### config.mk
export PLATFORM = sky130hd
export DESIGN_NAME = march_fail_logger
export DESIGN_NICKNAME = d
export VERILOG_FILES = /design/src/rtl/march_bist_pkg.sv /design/src/rtl/march_fail_fifo.sv /design/src/rtl/march_fail_logger.sv
export SDC_FILE = /design/constraint.sdc
export NUM_CORES = 1
export LEC_CHECK = 0
export ABC_CLOCK_PERIOD_IN_PS = 7350
export CAP_MARGIN = 5
export CELL_PAD_IN_SITES_DETAIL_PLACEMENT = 0
export CELL_PAD_IN_SITES_GLOBAL_PLACEMENT = 2
export CORE_MARGIN = 1
export CORE_UTILIZATION = 46
export DETAILED_ROUTE_END_ITERATION = 6
export PLACE_DENSITY = 0.93
export SYNTH_ARGS = -nofsm -noshare
export SYNTH_HDL_FRONTEND = slang
export SYNTH_SLANG_ARGS = --single-unit
### constraint.sdc
create_clock -name clk -period 7.35 [get_ports clk]
set_clock_uncertainty 0.2 [all_clocks]
set_input_delay 1.47 -clock clk [delete_from_list [all_inputs] [get_ports clk]]
set_output_delay 1.47 -clock clk [all_outputs]
set_load 0.05 [all_outputs]
### src/rtl/march_bist_pkg.sv
// rtl/march_bist_pkg.sv - shared widths, FSM encoding and entry sizing for the March BIST datapath
//
// Purpose : common definitions imported by the fail logger and its FIFO.
// Contents: DEF_ADDR_W / DEF_DATA_W / DEF_ELEM_W  default datapath widths
//           state_e                               2-bit logger FSM encoding
//           fail_entry_w()                        packed {addr, exp, act, elem} width
package march_bist_pkg;

    localparam int DEF_ADDR_W = 8;
    localparam int DEF_DATA_W = 4;
    localparam int DEF_ELEM_W = 3;

    typedef enum logic [1:0] {
        IDLE    = 2'd0,
        COLLECT = 2'd1,
        DRAIN   = 2'd2,
        DONE    = 2'd3
    } state_e;

    function automatic int fail_entry_w(input int addr_w, input int data_w, input int elem_w);
        return addr_w + 2 * data_w + elem_w;
    endfunction

    localparam int FAIL_ENTRY_W = fail_entry_w(DEF_ADDR_W, DEF_DATA_W, DEF_ELEM_W);

endpackage

### src/rtl/march_fail_fifo.sv
// rtl/march_fail_fifo.sv - synchronous first-word-fall-through FIFO for captured fail entries
//
// Purpose : holds fail entries until the host drains them.
// Ports   : clk, rst    clock, synchronous active-high reset
//           clr         synchronous flush (same effect as rst on the pointers)
//           push, din   write request and data; ignored when full unless a pop accompanies it
//           pop         read request; ignored when empty
//           dout        head entry, zero while empty
//           full, empty occupancy flags derived from the wrap-bit pointers
module march_fail_fifo
    import march_bist_pkg::*;
#(
    parameter int WIDTH = FAIL_ENTRY_W,
    parameter int DEPTH = 8
) (
    input  logic             clk,
    input  logic             rst,
    input  logic             clr,
    input  logic             push,
    input  logic             pop,
    input  logic [WIDTH-1:0] din,
    output logic [WIDTH-1:0] dout,
    output logic             full,
    output logic             empty
);

    localparam int AW = $clog2(DEPTH);

    logic [AW:0]      wptr_q, wptr_d;
    logic [AW:0]      rptr_q, rptr_d;
    logic [WIDTH-1:0] mem_q [DEPTH];
    logic             do_push;
    logic             do_pop;

    // Equal index bits with differing wrap bits means the writer is one lap ahead.
    assign empty = (wptr_q == rptr_q);
    assign full  = (wptr_q[AW] != rptr_q[AW]) && (wptr_q[AW-1:0] == rptr_q[AW-1:0]);

    // A pop frees the head slot in the same cycle, so a push into a full FIFO is still taken.
    assign do_pop  = pop && !empty;
    assign do_push = push && (!full || do_pop);

    always_comb begin
        wptr_d = wptr_q;
        rptr_d = rptr_q;
        if (clr) begin
            wptr_d = '0;
            rptr_d = '0;
        end else begin
            if (do_push) wptr_d = wptr_q + 1'b1;
            if (do_pop)  rptr_d = rptr_q + 1'b1;
        end
    end

    always_ff @(posedge clk) begin
        if (rst) begin
            wptr_q <= '0;
            rptr_q <= '0;
        end else begin
            wptr_q <= wptr_d;
            rptr_q <= rptr_d;
        end
    end

    // Storage needs no reset: dout is masked while empty.
    always_ff @(posedge clk) begin
        if (do_push && !clr && !rst) begin
            mem_q[wptr_q[AW-1:0]] <= din;
        end
    end

    assign dout = empty ? '0 : mem_q[rptr_q[AW-1:0]];

endmodule

### src/rtl/march_fail_logger.sv
// rtl/march_fail_logger.sv - March BIST fail counter, first-fail capture and fail-log FIFO
//
// Purpose : watches the SRAM compare stream, counts mismatches, logs the first DEPTH
//           failures for host readout and reports a pass/fail summary at test end.
// Ports   : clk, rst                  clock, synchronous active-high reset
//           start                     pulse: clear everything and begin collection
//           cmp_valid/cmp_fail        compare result strobe and mismatch flag
//           cmp_addr/exp/act/elem     compare details captured on a mismatch
//           test_done                 pulse: March sequence finished
//           log_valid/log_ready       FWFT handshake for the fail log
//           log_addr/exp/act/elem     head entry of the fail log
//           fail_count                saturating mismatch count
//           overflow, any_fail        sticky summary flags
//           first_addr                address of the first mismatch since start
//           done                      high while in DONE
module march_fail_logger
    import march_bist_pkg::*;
#(
    parameter int ADDR_W = DEF_ADDR_W,
    parameter int DATA_W = DEF_DATA_W,
    parameter int ELEM_W = DEF_ELEM_W,
    parameter int DEPTH  = 8,
    parameter int CNT_W  = 12
) (
    input  logic              clk,
    input  logic              rst,
    input  logic              start,
    input  logic              cmp_valid,
    input  logic              cmp_fail,
    input  logic [ADDR_W-1:0] cmp_addr,
    input  logic [DATA_W-1:0] cmp_exp,
    input  logic [DATA_W-1:0] cmp_act,
    input  logic [ELEM_W-1:0] cmp_elem,
    input  logic              test_done,
    output logic              log_valid,
    input  logic              log_ready,
    output logic [ADDR_W-1:0] log_addr,
    output logic [DATA_W-1:0] log_exp,
    output logic [DATA_W-1:0] log_act,
    output logic [ELEM_W-1:0] log_elem,
    output logic [CNT_W-1:0]  fail_count,
    output logic              overflow,
    output logic              any_fail,
    output logic [ADDR_W-1:0] first_addr,
    output logic              done
);

    localparam int ENTRY_W = fail_entry_w(ADDR_W, DATA_W, ELEM_W);
    localparam int OCC_W   = $clog2(DEPTH) + 1;

    state_e              state_q, state_d;
    logic [CNT_W-1:0]    cnt_q, cnt_d;
    logic                ovf_q, ovf_d;
    logic                any_q, any_d;
    logic [ADDR_W-1:0]   first_q, first_d;
    logic                done_q, done_d;
    logic [OCC_W-1:0]    occ_q, occ_d;

    logic                fifo_full;
    logic                fifo_empty;
    logic                fail_ev;
    logic                push;
    logic                pop;
    logic [ENTRY_W-1:0]  fifo_din;
    logic [ENTRY_W-1:0]  fifo_dout;

    // The start cycle only clears, so neither a fail nor a pop is honoured in it.
    assign fail_ev  = (state_q == COLLECT) && cmp_valid && cmp_fail && !start;
    assign pop      = !fifo_empty && log_ready && !start;
    assign push     = fail_ev && (!fifo_full || pop);
    assign fifo_din = {cmp_addr, cmp_exp, cmp_act, cmp_elem};

    march_fail_fifo #(
        .WIDTH (ENTRY_W),
        .DEPTH (DEPTH)
    ) u_fifo (
        .clk   (clk),
        .rst   (rst),
        .clr   (start),
        .push  (push),
        .pop   (pop),
        .din   (fifo_din),
        .dout  (fifo_dout),
        .full  (fifo_full),
        .empty (fifo_empty)
    );

    // Occupancy shadow lets DRAIN finish in the same cycle the last entry leaves.
    always_comb begin
        occ_d = occ_q;
        if (start) begin
            occ_d = '0;
        end else begin
            case ({push, pop})
                2'b10:   occ_d = occ_q + 1'b1;
                2'b01:   occ_d = occ_q - 1'b1;
                default: occ_d = occ_q;
            endcase
        end
    end

    always_comb begin
        state_d = state_q;
        if (start) begin
            state_d = COLLECT;
        end else begin
            case (state_q)
                IDLE:    state_d = IDLE;
                COLLECT: if (test_done) state_d = DRAIN;
                DRAIN:   if (fifo_empty || (pop && occ_q == OCC_W'(1))) state_d = DONE;
                DONE:    state_d = DONE;
                default: state_d = IDLE;
            endcase
        end
    end

    always_comb begin
        cnt_d   = cnt_q;
        ovf_d   = ovf_q;
        any_d   = any_q;
        first_d = first_q;
        if (start) begin
            cnt_d   = '0;
            ovf_d   = 1'b0;
            any_d   = 1'b0;
            first_d = '0;
        end else if (fail_ev) begin
            if (cnt_q != '1) cnt_d = cnt_q + 1'b1;
            any_d = 1'b1;
            if (!any_q) first_d = cmp_addr;
            if (!push)  ovf_d   = 1'b1;
        end
    end

    assign done_d = (state_d == DONE);

    always_ff @(posedge clk) begin
        if (rst) begin
            state_q <= IDLE;
            cnt_q   <= '0;
            ovf_q   <= 1'b0;
            any_q   <= 1'b0;
            first_q <= '0;
            done_q  <= 1'b0;
            occ_q   <= '0;
        end else begin
            state_q <= state_d;
            cnt_q   <= cnt_d;
            ovf_q   <= ovf_d;
            any_q   <= any_d;
            first_q <= first_d;
            done_q  <= done_d;
            occ_q   <= occ_d;
        end
    end

    assign log_valid  = !fifo_empty;
    assign {log_addr, log_exp, log_act, log_elem} = fifo_dout;
    assign fail_count = cnt_q;
    assign overflow   = ovf_q;
    assign any_fail   = any_q;
    assign first_addr = first_q;
    assign done       = done_q;

endmodule

==> metrics.yaml, run 1 <==
maxCapViolCount: 0
post_cts_buffers: 0
routed-via-count: 4151
worstMarginPinSlew_ps: 926
final_common_cell: "edfxtp_1"
wl_per_cell_um: 19.4
drive_gt1_frac: 0.189
synth_flop_cell: "edfxtp_1"
finalHoldViolCount: 0
syn_to_final_growth_pct: 20.1
placedCellCount: 739
crit_buf_inv: 2
ctsResizeCount: 0
clkLatencyLatePin_ps: 430
synth_area_um2: 7780
dieHeight_um: 132
first_pass_iters: 4
drc: 0
synth_adder_area_share: 0.00965
ys_seq_elements: 192
synth_top_cells_by_area: "edfxtp_1, mux4_2, dfxtp_1"
grt_pass1_wl_mm: 24.0
cp-end-kind: "primary output"
slew_headroom: 0.380
grt_pass1_vias: 4331
setup_viol: 0
p_per_area_nw_per_um2: 233
clk_pin_slew_ps: 70
synth_nets: 493
grt_max_degree: 39
cts_sinks: 192
num_rows: 47
cp.depth: 5
dieWidth_um: 132
seq_area_frac_synth: 0.690
tns_ps: 0
route.final.wire_length_mm: 14.9
finalCritPeriodShare: 0.654
synthMuxAreaShare: 0.138
ios: 69
synth-simple-area-share: 0.0786
max_stage_delay_ps: 720
start_kind: "flop"
die_area_um2: 17400
r2r_cells: 6
synth_compound_area_frac: 0.0399
synthCells: 461
yosysUniqueCellTypes: 58
arrival_ps: 3140
rsz0062_at_grt: "false"
cts_tree: "done"
grt_overflow: 0
synth_top_family_by_area: "multiplexers"
timing.final.crit_period_ps: 4810
min_path_cells: 2
avgSynthCellArea_um2: 16.9
crit_fanout: 28
crit_family: "buffers and inverters"
fp.coreArea_um2: 16500
gp_congestion: 0.769
clk_path_buf_depth: 2
clock.fmax_ghz: 0.208
path_cells: "buf_4 -> mux4_2 -> mux2i_1 -> nor2_1 -> clkdlybuf4s50_1"
nets: 570
worst_ep_required_time_ps: 5680
mostFrequentLayoutCells: "edfxtp_1, clkdlybuf4s50_1, nor2_1, dfxtp_1, mux4_2"
cts_buffers: 17
critical-path-slowest-cell: "clkdlybuf4s50_1"
yosysTopAreaCellShare: 0.587
antenna_found_initial: 0
async_reset_ff_frac: 0
initial_core_util: 0.471
synth-xor-area-share: 0.0296
maxSlewViolCount: 0
hp-start: "first_addr[2]"
root_buffer: "clkbuf_16"
critPathKind: "reg -> out"
nFillCells: 1259
synth_edf_count: 152
track_usage: 0.185
yosys_warnings: 0
post_layout_nonfiller_instances: 770
dr.first_iter.drc_count: 265
dp_hpwl_mm: 9.10
rr_startpoint: "u_fifo.wptr_q[0]"
antenna_cells: 0
p_leak_nw: 2.86
ant_nets: 0
min_path_type: "reg -> reg"
peakVddDrop_mv: 0.181
yosys.area.top_type: "edfxtp_1"
hold_buffers: 0
cts_htree_levels: 4
status: "completed"
viasPerCell: 5.39
io_buffers: 68
-- Yosys cell counts (2+ instances only) --
cell        n
buf_1       2
xnor2_4     3
inv_1       4
o21a_1      4
nand3_1     5
nand2b_1    3
ha_1        6
dfxtp_1    40
xnor2_1     9
nor4_1      4
o21ai_0    10
clkbuf_1    9
nor3_1      9
a31oi_1     2
or2_2       2
mux4_2     38
buf_2       9
a21oi_1    13
or3_1       2
xor2_1      6
nand4_1     4
nand2_1    17
edfxtp_1  152
and2_1      2
mux2i_1    20
nor3b_1     2
nor2_1     53
-- flip-flops by register name (all words and copies together), names as in the netlist, named ones only --
signal / count
occ_q: 4
done: 1
first_addr: 8
overflow: 1
fail_count: 12
any_fail: 1
u_fifo.rptr_q: 4
u_fifo.mem_q: 152
state_q: 2
u_fifo.wptr_q: 4
-- power by group --
| part | switching, W | leakage, nW | internal [W] |
|---|---|---|---|
| Sequential | 0.00000176 | 1.69 | 0.00117 |
| Clock | 0.000385 | 0.292 | 0.000568 |
| Combinational | 0.0000289 | 0.879 | 0.0000189 |
-- per-layer routing --
layer	track usage	wire [um]	up-vias	share of wire
met5	0	0	-	0
li1	-	-	1940	-
met2	0.304	7440	128	0.50
met3	0.0477	842	24	0.056
met4	0.0633	241	0	0.016
met1	0.239	6410	2059	0.43
-- cells by family (layout without fill, tap and decap cells) --
kind of cell	count (synthesis)	after routing
DFF	192	192
and+or+nand+nor	118	118
xor gates and xnor gates	19	19
AOI/OAI and AO/OA	41	41
adders and majority gates	6	6
buffers and inverters	26	115
muxes	59	59
-- stage by stage --
step / cell area (um2) / setup WS (ps) / power, W / hold WS [ps] / util
after floorplan: 7780 / 3060 / 0.00121 / 274 / -
after global placement: 8730 / 2870 / 0.00124 / 266 / 0.528
after detailed placement: 8730 / 2720 / 0.00125 / 274 / 0.528
after CTS: 9340 / 2450 / 0.00219 / 292 / 0.565
after global routing: 9340 / 2280 / 0.00223 / 313 / 0.565
final: 9340 / 2540 / 0.00217 / 285 / 0.565
-- final timing paths --
path              slack, ps                  to
setup / recovery       2540         log_addr[7]
hold / removal          280       first_addr[2]
setup reg to reg       4310  u_fifo.mem_q[1][9]
hold reg to reg         280       first_addr[2]
-- final cells by class --
class                           count  area [um2]  area share
Multi-Input combinational cell    243        2310       0.247
Sequential cell                   192        5370       0.574
Clock buffer                       18         429      0.0459
Clock inverter                     13         183      0.0196
Timing Repair Buffer               79         763      0.0817
Inverter                            5        18.8     0.00201
Tap cell                          220         275      0.0295
-- worst min-delay path, stage by stage, from the launching register on --
cell and delay [ps]:
dfxtp_1 310, o21ai_0 60, a21oi_1 70
No activity file was read; power rests on OpenSTA's default activity.
==> run 2, diff against run 1 <==
ABC_CLOCK_PERIOD_IN_PS = 4800   (was 7350)
CORE_UTILIZATION = 43   (was 46)
PLACE_DENSITY = 0.88   (was 0.93)
clock period = 4.8 ns   (was 7.35 ns; I/O delays follow)
==> run 2 against run 1 <==
Global-route usage decreased by 0.49 points; sequential power increased by 54%; combinational power increased by 54%; power increased by 46%; count of clock-buffer cells in the layout increased by 1; clock power increased by 36%; critical path type unchanged; largest cell class unchanged.
==> metrics.yaml, run 2 (synthesis gave the netlist of run 1 again) <==
grt_util_met1: 0.229  # -0.0102
use_met3: 0.0578  # +0.0101
max_stage_delay_ps: 700  # -20 ps
rsz0062_at_grt: "false"
worst_ep_required_time_ps: 3640  # -2040 ps
antenna_cells: 0  # unchanged
route.final.wire_length_mm: 15.3  # +2.4%
antenna_found_initial: 0  # unchanged
dr.first_iter.drc_count: 244  # -7.9%
finalHoldViolCount: 0  # unchanged
worstMarginPinSlew_ps: 827  # -99.2 ps
dieHeight_um: 137  # +3.4%
regToRegEndpoint: "u_fifo.mem_q[5][11]"
fp.coreArea_um2: 17500  # +5.8%
grt_pass1_wl_mm: 24.4  # +1.7%
hold_buffers: 0  # unchanged
routed-via-count: 4182  # +0.75%
dp_hpwl_mm: 9.68  # +6.3%
crit_path_end: "log_act[0]"
p_per_area_nw_per_um2: 340  # +46%
clock.fmax_ghz: 0.264
syn_to_final_growth_pct: 19.9
mostFrequentLayoutCells: "edfxtp_1, clkdlybuf4s50_1, nor2_1, dfxtp_1, mux4_2"
first_pass_iters: 4  # unchanged
nets: 575  # +0.88%
ant_nets: 0  # unchanged
cts_tree: "done"
slew_headroom: 0.444  # +0.0638
cts_buffers: 17  # unchanged
setup_viol: 0  # unchanged
largest_reg_flops: 152  # unchanged
clk_pin_slew_ps: 60  # about the same
clk_path_buf_depth: 2  # unchanged
grt_pass1_vias: 4400  # +1.6%
ctsResizeCount: 0  # unchanged
reg2reg_setup_slack_ps: 1940  # -2370 ps
num_rows: 48  # +2.1%
maxCapViolCount: 0  # unchanged
tns_ps: 0  # unchanged
die_area_um2: 18600  # +6.9%
peakVddDrop_mv: 0.230  # +27%
post_cts_buffers: 0  # unchanged
root_buffer: "clkbuf_16"
grt_util_met2: 0.294  # -0.00982
min_path_type: "reg -> reg"
cts_htree_levels: 4  # unchanged
clkLatencyLatePin_ps: 430  # about the same
utilization: 0.534  # -0.0315
maxSlewViolCount: 0  # unchanged
timing.final.crit_period_ps: 3790
gp_congestion: 0.779  # +1.4%
crit_fanout: 38  # +36%
final_common_cell: "edfxtp_1"
arrival_ps: 2630  # -510 ps
busiest_layer: "met2"
critical-path-slowest-cell: "clkdlybuf4s50_1"
initial_core_util: 0.445  # -0.0257
status: "completed"
ios: 69  # unchanged
path_cells: "buf_12 -> mux4_2 -> mux2i_1 -> nor2_1 -> clkdlybuf4s50_1"
viasPerCell: 5.35  # -0.67%
drive_gt1_frac: 0.198  # +0.00875
start_kind: "flop"
critPathKind: "reg -> out"
grt_overflow: 0  # unchanged
cts_sinks: 192  # unchanged
dieWidth_um: 137  # +3.4%
r2r_cells: 6  # unchanged
wl_per_cell_um: 19.6  # +0.96%
rr_startpoint: "u_fifo.wptr_q[0]"
drc: 0  # unchanged
track_usage: 0.180  # -0.00485
io_buffers: 68  # unchanged
finalCritPeriodShare: 0.791
p_leak_nw: 2.87  # +0.25%
cp-end-kind: "primary output"
grt_max_degree: 39  # unchanged
run 2: layer usage:
layer  wire, um  part of all wire  up-vias
met1       6710              0.44     2119
li1           -                 -     1948
met5          0                 0        -
met2       7620              0.50      100
met4        157             0.010        0
met3        799             0.052       15
run 2: worst min path at each step:
stage,endpoint,depth (start not counted),startpoint
after global placement,first_addr[5],2,first_addr[5]
after detailed placement,overflow,2,overflow
after CTS,first_addr[5],2,first_addr[5]
after global routing,first_addr[0],2,first_addr[0]
after floorplan,state_q[1],2,state_q[1]
final,first_addr[5],2,first_addr[5]
run 2: where the power goes:
part | switching [W] | internal [W] | total [W]
clock network | 0.000590 | 0.000715 | 0.00130
logic | 0.0000448 | 0.0000290 | 0.0000738
registers | 0.00000256 | 0.00179 | 0.00180
run 2: layout make-up:
type / count / area, um2
multi-input combinational: 243 / 2310
tap: 225 / 282
sequential: 192 / 5370
timing repair buffer: 84 / 813
clock inverter: 13 / 110
inverter: 5 / 18.8
fill: 1373 / 8150
clock buffer: 19 / 433
run 2: metrics by stage:
| step | power, W | cells | hold WS, ps | setup slack, ps | cell area (um2) |
|---|---|---|---|---|---|
| floorplan | 0.00186 | 461 | 274 | 1020 | 7780 |
| global placement | 0.00190 | 749 | 265 | 974 | 8790 |
| detailed placement | 0.00191 | 749 | 265 | 816 | 8790 |
| CTS | 0.00321 | 781 | 274 | 966 | 9330 |
| global route | 0.00327 | 781 | 303 | 895 | 9330 |
| finish | 0.00318 | 781 | 275 | 1010 | 9330 |
run 2: critical path: cells and delay by family, from the launching register on:
family	cells	cell delay, ps
buffers and inverters	2	1000
DFF	1	340
muxes	2	780
and+or+nand+nor	1	70
==> run 3, diff against run 2 <==
ABC_CLOCK_PERIOD_IN_PS = 3500   (was 4800)
clock period = 3.5 ns   (was 4.8 ns; I/O delays follow)
==> run 3 against run 2 <==
Final cell count fell by 0.38%; clock power rose by 42%; final area rose by 3.2%; sequential power rose by 37%; routed wire length fell by 4.5%; core utilization rose by 1.7 points; flip-flop and latch count did not move; largest power group unchanged; sequential share of layout area fell by 1.8 points.
==> metrics.yaml, run 3 (synthesis gave the netlist of run 1 again) <==
multi_input_area_um2: 2310  # unchanged
min_path_type: "reg -> reg"
arrival_ps: 2450  # -180 ps
clock.fmax_ghz: 0.299
hold_buffers: 0  # unchanged
dp_hpwl_mm: 9.33  # -3.6%
cts_tree: "done"
grt_pass1_wl_mm: 23.3  # -4.6%
tns_ps: 0  # unchanged
p_per_area_nw_per_um2: 458  # +35%
grt_max_degree: 39  # unchanged
critPathKind: "reg -> out"
timing.final.crit_period_ps: 3350
antenna_cells: 0  # unchanged
cp-end-kind: "primary output"
path_cells: "xnor2_4 -> and4_4 -> inv_2 -> clkdlybuf4s50_1"
clk_pin_slew_ps: 60  # about the same
clkLatencyLatePin_ps: 420  # about the same
hold_path_end: "first_addr[1]"
worst_ep_required_time_ps: 2600  # -1040 ps
ctsResizeCount: 0  # unchanged
dieHeight_um: 137  # unchanged
wl_per_cell_um: 18.8  # -4.1%
ant_nets: 0  # unchanged
worstMarginPinSlew_ps: 819  # -7.79 ps
cts_buffers: 17  # unchanged
die_area_um2: 18600  # unchanged
grt_overflow: 0  # unchanged
peakVddDrop_mv: 0.348  # +51%
max_stage_delay_ps: 720  # +20 ps
hp-start: "first_addr[1]"
setup_slack_ps: 154  # -852 ps
io_buffers: 68  # unchanged
cts_sinks: 192  # unchanged
ios: 69  # unchanged
cts_htree_levels: 4  # unchanged
rsz0062_at_grt: "false"
nFillCells: 1363  # -0.73%
critical-path-slowest-cell: "clkdlybuf4s50_1"
post_cts_buffers: 0  # unchanged
first_pass_iters: 5  # +1
grt_pass1_vias: 4216  # -4.2%
slew_headroom: 0.450  # +0.00524
track_usage: 0.172  # -0.00799
routed-via-count: 4135  # -1.1%
clk_path_buf_depth: 2  # unchanged
reg2reg_setup_slack_ps: 1160  # -780 ps
initial_core_util: 0.445  # unchanged
regToRegEndpoint: "u_fifo.mem_q[5][10]"
antenna_found_initial: 0  # unchanged
gp_congestion: 0.756  # -3.0%
dr.first_iter.drc_count: 232  # -4.9%
maxSlewViolCount: 0  # unchanged
drive_gt1_frac: 0.228  # +0.0300
final_common_cell: "edfxtp_1"
maxCapViolCount: 0  # unchanged
root_buffer: "clkbuf_16"
status: "completed"
drc: 0  # unchanged
largest_reg_flops: 152  # unchanged
finalHoldViolCount: 0  # unchanged
p_leak_nw: 2.98  # +3.7%
syn_to_final_growth_pct: 23.8
viasPerCell: 5.31  # -0.74%
finalCritPeriodShare: 0.956
place_ws_ps: 366  # -451 ps
mostFrequentLayoutCells: "edfxtp_1, nor2_1, clkdlybuf4s50_1, mux4_2, dfxtp_1"
num_rows: 48  # unchanged
dieWidth_um: 137  # unchanged
fp.coreArea_um2: 17500  # unchanged
startpoint: "u_fifo.wptr_q[3]"
nets: 573  # -0.35%
min_path_cells: 2  # unchanged
route.final.wire_length_mm: 14.6  # -4.5%
start_kind: "flop"
crit_fanout: 22  # -42%
seq_area_um2: 5370  # about the same
rr_startpoint: "state_q[0]"
setup_viol: 0  # unchanged
r2r_cells: 6  # unchanged
[run 3: stage by stage]
stage	area, um2	util	cells	hold WS, ps	total power (W)
6_report	9630	0.551	778	280	0.00441
5_1_grt	9630	0.551	778	298	0.00455
4_1_cts	9630	0.551	778	281	0.00445
3_5_place_dp	9060	0.519	747	263	0.00262
3_3_place_gp	9060	0.519	747	264	0.00262
2_1_floorplan	7780	-	461	274	0.00255
[run 3: critical path: cells and delay by family, from the launching register on]
kind | cells | cell delay [ps]
buf+inv | 2 | 840
xor+xnor | 1 | 320
simple gates | 1 | 500
flops | 1 | 370
[run 3: worst max-delay path by stage]
stage / endpoint / slack, ps
floorplan: u_fifo.mem_q[0][0] / 20
global placement: u_fifo.mem_q[5][10] / 420
detailed placement: u_fifo.mem_q[5][10] / 370
CTS: log_valid / 10
global route: log_valid / 40
finish: log_valid / 150
[run 3: cell type report]
cell class | count | share of cell area
Clock buffer | 18 | 0.0446
Timing Repair Buffer | 82 | 0.113
Sequential cell | 192 | 0.557
Tap cell | 225 | 0.0292
Multi-Input combinational cell | 243 | 0.240
Inverter | 5 | 0.00195
Clock inverter | 13 | 0.0140
[run 3: routing by layer]
metal	track usage	part of all wire	vias up
met3	0.0519	0.050	13
li1	-	-	1944
met5	0	0	-
met1	0.221	0.44	2101
met4	0.0519	0.010	0
met2	0.281	0.50	77
[run 3: where the power goes]
group          leakage [nW]  internal, W  switching [W]
registers              1.69      0.00246     0.00000356
logic                  1.01    0.0000442      0.0000633
clock network         0.277      0.00105       0.000794
